## config.mk

```make
export PLATFORM = sky130hd
export DESIGN_NAME = cic_comp_fir
export DESIGN_NICKNAME = d
export VERILOG_FILES = /design/src/rtl/cic_comp_fir.sv
export SDC_FILE = /design/constraint.sdc
export NUM_CORES = 1
export LEC_CHECK = 0
export CAP_MARGIN = 20
export CORE_MARGIN = 3
export CORE_UTILIZATION = 32
export CTS_BUF_LIST = sky130_fd_sc_hd__clkbuf_16
export DETAILED_ROUTE_END_ITERATION = 10
export PLACE_DENSITY = 0.77
export SKIP_CTS_REPAIR_TIMING = 1
export SLEW_MARGIN = 20
export SYNTH_ARGS = -nofsm -noshare
export SYNTH_HDL_FRONTEND = slang
export SYNTH_SLANG_ARGS = --single-unit
```

## constraint.sdc

```tcl
create_clock -name clk -period 1.26 [get_ports clk]
set_input_delay 0.252 -clock clk [delete_from_list [all_inputs] [get_ports clk]]
set_output_delay 0.252 -clock clk [all_outputs]
set_load 0.02 [all_outputs]
```

## src/rtl/cic_comp_fir.sv

```systemverilog
// Decimate-by-2 CIC droop-compensation FIR: one serial MAC over a circular sample buffer.
// Define CIC_COMP_SAT_EN to saturate the rounded output instead of wrapping it.
module cic_comp_fir #(
   parameter int taps       = 16,
   parameter int width      = 16,
   parameter int coef_width = 16,
   parameter logic [taps*coef_width-1:0] coef = '0
) (
   input  logic             clk,
   input  logic             rst_n,
   input  logic             cke,
   input  logic [width-1:0] din,
   output logic [width-1:0] dout,
   output logic             cke_out,
   output logic             busy,
   output logic             ovf
);
   localparam int aw   = (taps > 1) ? $clog2(taps) : 1;
   localparam int accw = width + coef_width + $clog2(taps);
   localparam logic signed [accw-1:0] half = accw'(1) << (coef_width - 2);

   typedef enum logic [1:0] {IDLE, MAC, OUT} state_t;
   state_t state;

   logic signed [width-1:0]            sbuf [taps];
   logic [aw-1:0]                      wp, k, rd_idx;
   logic [aw:0]                        idx_sum;
   logic                               ph;
   logic signed [accw-1:0]             acc, acc_nxt, rnd;
   logic signed [coef_width-1:0]       coef_k;
   logic signed [width+coef_width-1:0] prod;
   logic [width-1:0]                   res;

   // Tap k reads the k-th newest sample: buf[(wp-1-k) mod taps]
   always_comb begin
      idx_sum = {1'b0, wp} + (aw+1)'(taps - 1) - {1'b0, k};
      rd_idx  = (idx_sum >= (aw+1)'(taps)) ? aw'(idx_sum - (aw+1)'(taps)) : aw'(idx_sum);
      coef_k  = coef[k*coef_width +: coef_width];
      prod    = sbuf[rd_idx] * coef_k;
      acc_nxt = acc + accw'(prod);
      rnd     = (acc_nxt + half) >>> (coef_width - 1);
   end

`ifdef CIC_COMP_SAT_EN
   localparam logic signed [accw-1:0] smax = {{(accw-width+1){1'b0}}, {(width-1){1'b1}}};
   localparam logic signed [accw-1:0] smin = ~smax;
   always_comb begin
      if (rnd > smax)      res = smax[width-1:0];
      else if (rnd < smin) res = smin[width-1:0];
      else                 res = rnd[width-1:0];
   end
`else
   logic unused_rnd_hi;
   assign unused_rnd_hi = ^rnd[accw-1:width];
   assign res = rnd[width-1:0];
`endif

   assign busy = (state != IDLE);

   always_ff @(posedge clk or negedge rst_n) begin
      if (!rst_n) begin
         state   <= IDLE;
         wp      <= '0;
         k       <= '0;
         ph      <= 1'b0;
         acc     <= '0;
         dout    <= '0;
         cke_out <= 1'b0;
         ovf     <= 1'b0;
         for (int i = 0; i < taps; i++) sbuf[i] <= '0;
      end else begin
         cke_out <= 1'b0;
         if (cke && state != IDLE) ovf <= 1'b1;
         case (state)
            IDLE: if (cke) begin
               sbuf[wp] <= din;
               wp       <= (wp == aw'(taps - 1)) ? '0 : wp + 1'b1;
               ph       <= ~ph;
               if (ph) begin
                  state <= MAC;
                  acc   <= '0;
                  k     <= '0;
               end
            end
            // Result is registered on the last tap so cke_out shows in the OUT cycle
            MAC: begin
               acc <= acc_nxt;
               k   <= k + 1'b1;
               if (k == aw'(taps - 1)) begin
                  state   <= OUT;
                  dout    <= res;
                  cke_out <= 1'b1;
               end
            end
            OUT:     state <= IDLE;
            default: state <= IDLE;
         endcase
      end
   end
endmodule

```

# Word level (Yosys, flattened, before mapping)

Cells that the tools add are included.

Flip-flop bits (word level): 321
Latch bits: 0
Bits in writable memories: 0
Bits in read-only memories: 0
Bits of input ports: 19
Output and inout bits: 19
Logic and storage cells: 75
Memories: 0

Add/subtract/negate cells: 7
Multipliers: 1
Div/mod/pow operators: 0
$lt $le $gt $ge: 4
Equality and inequality tests: 6
Shift-type cells: 1
Muxes and demuxes: 20
Bitwise gates (word level): 3
Reduce and logical (&&, ||, !) cells: 9

Operator list:

| cell                                                                           | count |
|---|---|
| 256-bit bitwise mux                                                            | 1 |
| 256-bit by 9-bit variable part select with 16-bit output, first input constant | 1 |
| 36-bit 2-to-1 mux                                                              | 2 |
| 36-bit one-hot mux with 2 select lines                                         | 1 |
| 16-bit binary-select mux with 4-bit select                                     | 1 |
| 16-bit demux with 4-bit select                                                 | 1 |
| 16-bit 2-to-1 mux                                                              | 3 |
| 36-bit by 32-bit adder with 36-bit output                                      | 1 |
| 16-bit by 16-bit multiplier with 32-bit output                                 | 1 |
| 31-bit by 16-bit adder with 31-bit output, second input constant               | 1 |
| 4-bit 2-to-1 mux                                                               | 4 |
| 5-bit >= comparator, second input constant                                     | 3 |
| 4-bit inverter with 5-bit output                                               | 2 |
| 4-bit by 1-bit adder with 4-bit output, second input constant                  | 2 |
| 4-bit equality test, second input constant                                     | 2 |
| 4-bit one-hot mux with 2 select lines                                          | 1 |
| 2-bit 2-to-1 mux                                                               | 3 |
| 2-bit != test, second input constant                                           | 3 |
| 3-bit AND reduction                                                            | 2 |
| 4-bit by 4-bit adder with 5-bit output, second input constant                  | 1 |
| 5-bit by 1-bit less-than comparator with 1-bit output, second input constant   | 1 |
| 5-bit by 4-bit subtractor with 5-bit output                                    | 1 |
| 2-bit one-hot mux with 2 select lines                                          | 1 |
| 2-bit AND reduction                                                            | 2 |
| other kinds (7)                                                                | 10 |

# Longest topological paths before layout

Gate-level depths: netlist (run 1).

Depth in word-level cells: 11
Gate-level depth with buffers: 4
Depth with buffers taken out: 4

# Worst setup path before layout (run 1)

Ideal clock, no wire load.

Kind: reg-to-reg
From: register state[0]
To: register k[2]
Setup time: 121 ps
Arrival: 899 ps
Required time: 1139 ps
Setup slack: 240 ps
Stages on the path, launching flop included: 4
Path buffers: 0
Clock period less this slack: 1020 ps
Cells stage by stage: dfrtp_1 a21oi_1 or2_1 a22o_1

Cells in the longest elaborated chain, start to end: 3
Elaborated cells between the ends (all ways): 7
Classes of those cells: eq/ne: 3; mux: 1; reduce/logical: 3

RTL lines:

| what                                                                                       | RTL line | RTL |
|---|---|---|
| start, declared                                                                            | 23       | `state_t state;` |
| start signal, assigned                                                                     | 62       | `state <= IDLE;` |
| start signal, assigned                                                                     | 80       | `state <= MAC;` |
| start signal, assigned                                                                     | 90       | `state <= OUT;` |
| 2-bit by 1-bit equality test with 1-bit output / 2-bit logical NOT (equally long branches) | 74       | `case (state)` |
| 2-bit nonzero test (no source line) / 2-bit != test (equally long branches)                | n/a      |  |
| 3-bit AND reduction (no source line)                                                       | n/a      |  |
| end signal, assigned                                                                       | 88       | `k <= k + 1'b1;` |
| end, declared                                                                              | 26       | `logic [aw-1:0] wp, k, rd_idx;` |

Several ways; a longest one is shown, not always the timed one.
A chain may end at the register's enable or synchronous reset.

# Worst setup path after layout (run 1)

From: register state[0]
To: output busy

Cells in the longest elaborated chain, start to end: 1

RTL lines:

| what               | RTL line | RTL |
|---|---|---|
| 2-bit nonzero test | 58       | `assign busy = (state != IDLE);` |
| end, declared      | 15       | `output logic busy,` |

Every way passes these cells.

==> results of run 1 <==
## cells by family (layout without fill, tap and decap cells)
kind of cell    after synthesis  in the layout
compound gates                9              9
buf+inv                      18             14
simple gates                 10             10
xor+xnor                      1              1
flops                         9              9
other cells                   1             16
fa+ha+maj                     1              1
mux                           1              1
## layout make-up
| type | count | area (sq um) | area share (%) |
|---|---|---|---|
| clock inverter | 1 | 3.75 | 0.617 |
| timing repair buffer | 8 | 72.6 | 11.9 |
| sequential | 9 | 225 | 37.0 |
| tap | 15 | 18.8 | 3.09 |
| multi-input combinational | 38 | 205 | 33.7 |
| clock buffer | 3 | 75.1 | 12.3 |
| inverter | 2 | 7.51 | 1.23 |
## worst max-delay path by stage
stage | startpoint | end | slack (ns) | cells past startpoint
global route | state[0] | busy | 0.01 | 3
global placement | cke | k[2] | -0.16 | 4
detailed placement | cke | k[2] | -0.16 | 4
CTS | state[0] | busy | -0.35 | 3
finish | state[0] | busy | 0.07 | 3
floorplan | state[0] | k[2] | 0.24 | 3
## state kept, by name (all words and copies together) (netlist names)
| signal | cells |
|---|---|
| ovf | 1 |
| ph | 1 |
| state | 2 |
| k | 4 |
| cke_out | 1 |
## where the power goes
part,internal (uW),switching (uW)
logic,200,264
clock network,413,124
registers,400,96.9
total,1010,484
## through the flow
stage	TNS [ns]	std cells	hold WS, ns	cell area, sq um
6_report	0	76	0.313	608
3_5_place_dp	-0.446	72	0.454	527
4_1_cts	-0.648	76	0.323	606
5_1_grt	0	76	0.354	608
2_1_floorplan	0	65	-0.0436	556
3_3_place_gp	-0.394	72	0.443	527
## layout by cell type (no fill, tap or decap)
master,count
o21ai_0,3
clkdlybuf4s50_1,2
xnor2_1,1
nand2b_1,2
a21oi_1,1
a22o_1,1
nand3_1,3
ha_1,1
nor2_1,2
o2bb2ai_1,1
buf_4,3
or2_1,1
a41oi_1,1
dfrtp_1,9
clkbuf_2,1
inv_1,3
clkbuf_16,3
mux2i_1,1
nand2_1,1
dlymetal6s2s_1,2
nor2_2,1
o311ai_1,1
conb_1,16
a21o_1,1
## per-layer routing
metal  global-route usage [%]  up-vias  wire (microns)
li1                         -      160               -
met1                     8.98      152             297
met4                     1.75        0               0
met3                     7.11        0              77
met2                     13.4       13             404
met5                        0        -               0
## worst max-delay path, stage by stage (launching register included)
cell,delay (ns)
dfrtp_1,0.38
nor2_2,0.12
inv_1,0.06
clkbuf_2,0.15
==> flow_summary.json, run 1 <==
{
  "synth.top_cell.area_share_pct": 45.1,
  "maxCapViolCount": 0,
  "ys.flop_type": "dfrtp_1",
  "required_ns": 1.01,
  "setup_viol": 0,
  "antenna_left": 0,
  "synth_xor_area_share_pct": 1.75,
  "clk_latency_ns": 0.23,
  "drtIter0Drc": 5,
  "netlist_area_sq_um": 499,
  "r2r_end": "k[2]",
  "synthSimpleGateAreaFrac_pct": 9.77,
  "path_clk_slew_ns": 0.04,
  "cp-start-kind": "flip-flop",
  "synthCells": 50,
  "synth-seq-cells": 9,
  "first_global_vias": 297,
  "fin_crit_sh_pct": 94.8,
  "initial_utilization_pct": 36.1,
  "gp_congestion": 0.792,
  "drc_errors": 0,
  "finalPower_uw": 1500,
  "cts_tree": "yes",
  "max-vdd-ir-drop_mv": 1.23,
  "skew_ns": 0.00339,
  "synth_top_family_by_area": "buffers and inverters",
  "numCtsBuffers": 3,
  "syn_to_final_growth_pct": 21.8,
  "core_sq_mm": 0.00138,
  "end_kind": "output port",
  "p_per_area_mw_per_mm2": 2460,
  "rows": 13,
  "rsz0062_at_grt": "no",
  "finalWirelength_microns": 778,
  "num_vias": 325,
  "report.final.slew_viol_count": 0,
  "die_h_microns": 45.5,
  "ys_warn_count": 0,
  "synth_compound_area_share_pct": 12.5,
  "gr-total-overflow": 0,
  "synth_fa_ha_area_share_pct": 2.51,
  "final_nets": 82,
  "vias_per_cell": 4.28,
  "post-dp-hpwl_microns": 631,
  "post-synth-top-count-cell": "buf_4",
  "cts.sinks": 9,
  "firstDrtPassIters": 4,
  "ys_top_cells_by_count": "buf_4 (16), dfrtp_1 (9), nand3_1 (3), nor2_1 (3), o21ai_0 (3)",
  "ctsLongestPathBuffers": 2,
  "avgSynthCellArea_sq_um": 9.98,
  "place_ws_ns": -0.161,
  "fin_util_pct": 44.0,
  "finalHoldViolations": 0,
  "io_pins": 38,
  "die_area_sq_mm": 0.00207,
  "regToRegStartpoint": "state[0]",
  "synth_mux_area_share_pct": 2.01,
  "synth_edf_count": 0,
  "async_flop_share_pct": 100,
  "r2r_setup_slack_ns": 0.10,
  "worstSetupPathType": "flip-flop to output port",
  "drive_gt1_share_pct": 13.1,
  "yosysUniqueCellTypes": 19,
  "dieWidth_microns": 45.5,
  "synth_area_leader_cell": "dfrtp_1",
  "antenna_found_initial": 0,
  "setup_slack_ns": 0.0657,
  "cellLeakagePower_uw": 0.000316,
  "portBuffers": 5,
  "r2r.worst_path.cells": 4,
  "worstPathArrival_ns": 0.94,
  "fillers": 131,
  "period_minus_slack_ns": 1.19,
  "grt_max_degree": 10,
  "h-tree-depth": 1,
  "num_antenna_cells": 0,
  "wl_per_cell_microns": 10.2,
  "synth_area_leaders": "dfrtp_1 (45%), buf_4 (24%), nand3_1 (3.0%)",
  "status": "finished clean",
  "synth.yosys.seq_area_share_pct": 45.1,
  "root_buffer": "clkbuf_16",
  "hold_path.class": "primary input to async pin",
  "grt_pass1_wl_microns": 1210,
  "fmax_mhz": 837,
  "worst-path-max-fanout": 2,
  "grt_use_total_pct": 8.62
}
(Power assumes the default switching activity.)
==> inputs of run 2 (changes only) <==
CTS_CLUSTER_DIAMETER = 60   (was unset)
==> results of run 2 <==
No change in the layout: final DEF, timing and power equal those of run 1.
==> inputs of run 3 (changes only) <==
SETUP_SLACK_MARGIN = 0.4   (was unset)
SKIP_CTS_REPAIR_TIMING = unset   (was 1)
==> run 3 against run 2 <==
Total power grew 25%. First-iteration DRC count unchanged. Non-clock buffer count is 6 higher. Cell count increased by 7.9%. Combinational power is 69% higher. Sequential power grew 8.0%. Utilization increased by 8.6 points. Register-to-register slack better by 0.04 ns. Clock skew is 0.0021 ns lower. Maximum frequency is 1.4% higher. Global-route usage increased by 1.5 points.
==> flow_summary.json, run 3 (synthesis results as in run 1) <==
{
  "grt_max_degree": 10,
  "path_buf_inv": 2,
  "switchingPower_uw": 634,
  "crit_slowest_cell": "dfrtp_1",
  "antenna_found_initial": 0,
  "fmax_mhz": 849,
  "setup_viol": 0,
  "r2r_setup_slack_ns": 0.14,
  "ctsLongestPathBuffers": 2,
  "cp.depth": 3,
  "whs_ns": 0.309,
  "worstSetupPathType": "flip-flop to output port",
  "clk_latency_ns": 0.23,
  "drtIter0Drc": 5,
  "p_clk_share_pct": 29.4,
  "root_buffer": "clkbuf_16",
  "syn_to_final_growth_pct": 45.6,
  "cp-start-kind": "flip-flop",
  "io_pins": 38,
  "crit_family": "flip-flops",
  "p_int_uw": 1230,
  "portBuffers": 5,
  "max_stage_delay_ns": 0.38,
  "gp_congestion": 0.835,
  "status": "finished clean",
  "drive_gt1_share_pct": 38.8,
  "max-vdd-ir-drop_mv": 1.12,
  "grt_use_total_pct": 10.1,
  "finalPower_uw": 1870,
  "crit_end": "busy",
  "die_h_microns": 45.5,
  "worstPathArrival_ns": 0.93,
  "antenna_left": 0,
  "cts_tree": "yes",
  "num_antenna_cells": 0,
  "regToRegStartpoint": "state[1]",
  "r2r_end": "k[2]",
  "post-dp-hpwl_microns": 626,
  "period_minus_slack_ns": 1.18,
  "largest_reg_flops": 4,
  "numCtsBuffers": 3,
  "final_nets": 88,
  "h-tree-depth": 1,
  "required_ns": 1.01,
  "initial_utilization_pct": 36.1,
  "layout_common_cells": "conb_1 (16), dfrtp_1 (9), buf_6 (6), buf_4 (6), clkbuf_16 (3)",
  "fin_crit_sh_pct": 93.5,
  "die_area_sq_mm": 0.00207,
  "grt_pass1_wl_microns": 1330,
  "top_register": "k",
  "maxCapViolCount": 0,
  "p_per_area_mw_per_mm2": 2570,
  "num_vias": 361,
  "dieWidth_microns": 45.5,
  "firstDrtPassIters": 4,
  "gr-total-overflow": 0,
  "tns_ns": 0,
  "rsz0062_at_grt": "yes",
  "fillers": 120,
  "path_cells": "nor2_2, inv_2, buf_6",
  "mostFrequentLayoutCell": "conb_1",
  "seqPwrFrac_pct": 28.8,
  "pwr-share-comb_pct": 41.8,
  "placed_cell_area_sq_um": 533,
  "core_sq_mm": 0.00138,
  "crit_start": "state[1]",
  "skew_ns": 0.00125,
  "end_kind": "output port",
  "finalHoldViolations": 0,
  "worst-path-max-fanout": 2,
  "ctsHoldBuffers": 0,
  "largest_registers": "k (4), state (2)",
  "drc_errors": 0,
  "r2r.worst_path.cells": 3,
  "report.final.slew_viol_count": 0,
  "wl_per_cell_microns": 12.5,
  "cts.sinks": 9,
  "hold_path.class": "primary input to async pin",
  "vias_per_cell": 4.40,
  "path_clk_slew_ns": 0.04,
  "first_global_vias": 284,
  "rows": 13,
  "finalWirelength_microns": 1030,
  "cellLeakagePower_uw": 0.000344,
  "fin_area_sq_um": 727,
  "sw_frac_of_total_pct": 34.0
}
[run 3: worst min-delay path by stage]
stage | end | slack, ns | cells past startpoint
after detailed placement | ovf | 0.48 | 1
after floorplan | cke_out | -0.04 | 0
after global placement | ovf | 0.44 | 1
after global routing | ph | 0.34 | 1
final | k[2] | 0.31 | 1
after CTS | k[3] | 0.32 | 1
[run 3: power groups by stage]
| stage | Combinational [uW] | Sequential [uW] | Clock, uW |
|---|---|---|---|
| 2_1_floorplan | 369 | 497 | 0 |
| 3_3_place_gp | 461 | 493 | 0 |
| 3_5_place_dp | 482 | 500 | 0 |
| 4_1_cts | 593 | 514 | 560 |
| 5_1_grt | 851 | 560 | 577 |
| 6_report | 781 | 537 | 548 |
[run 3: per-stage QoR]
stage          instances  setup slack [ns]  utilization [%]
2_1_floorplan         65             0.251                -
6_report              82            0.0822             52.6
3_5_place_dp          72            -0.148             38.6
3_3_place_gp          72            -0.156             38.6
5_1_grt               82            0.0477             52.6
4_1_cts               78            0.0706             47.5
[run 3: worst reg2reg max path, cell delays in order, from the launching register on]
cell     delay (ns)
dfrtp_1        0.38
buf_4          0.16
or2_4          0.26
a22o_1         0.20
[run 3: layer usage]
| metal | routed length (microns) | vias to the layer above | GRT usage [%] |
|---|---|---|---|
| met5 | 0 | - | 0 |
| met2 | 528 | 12 | 12.5 |
| met1 | 424 | 178 | 12.0 |
| li1 | - | 169 | - |
| met4 | 23 | 0 | 8.77 |
| met3 | 52 | 2 | 5.93 |
[run 3: area by class of cell]
| cell class | count | area (sq um) | area share [%] |
|---|---|---|---|
| Clock buffer | 3 | 75.1 | 10.3 |
| Clock inverter | 1 | 3.75 | 0.516 |
| Tap cell | 15 | 18.8 | 2.58 |
| Multi-Input combinational cell | 38 | 265 | 36.5 |
| Sequential cell | 9 | 225 | 31.0 |
| Timing Repair Buffer | 14 | 131 | 18.1 |
| Inverter | 2 | 7.51 | 1.03 |
[run 3: repair_timing]
item,in CTS,in global routing
gates cloned,0,0
pin swaps,3,4
setup buffers,2,4
gates resized for setup,24,11
endpoints found under the setup margin,12,12
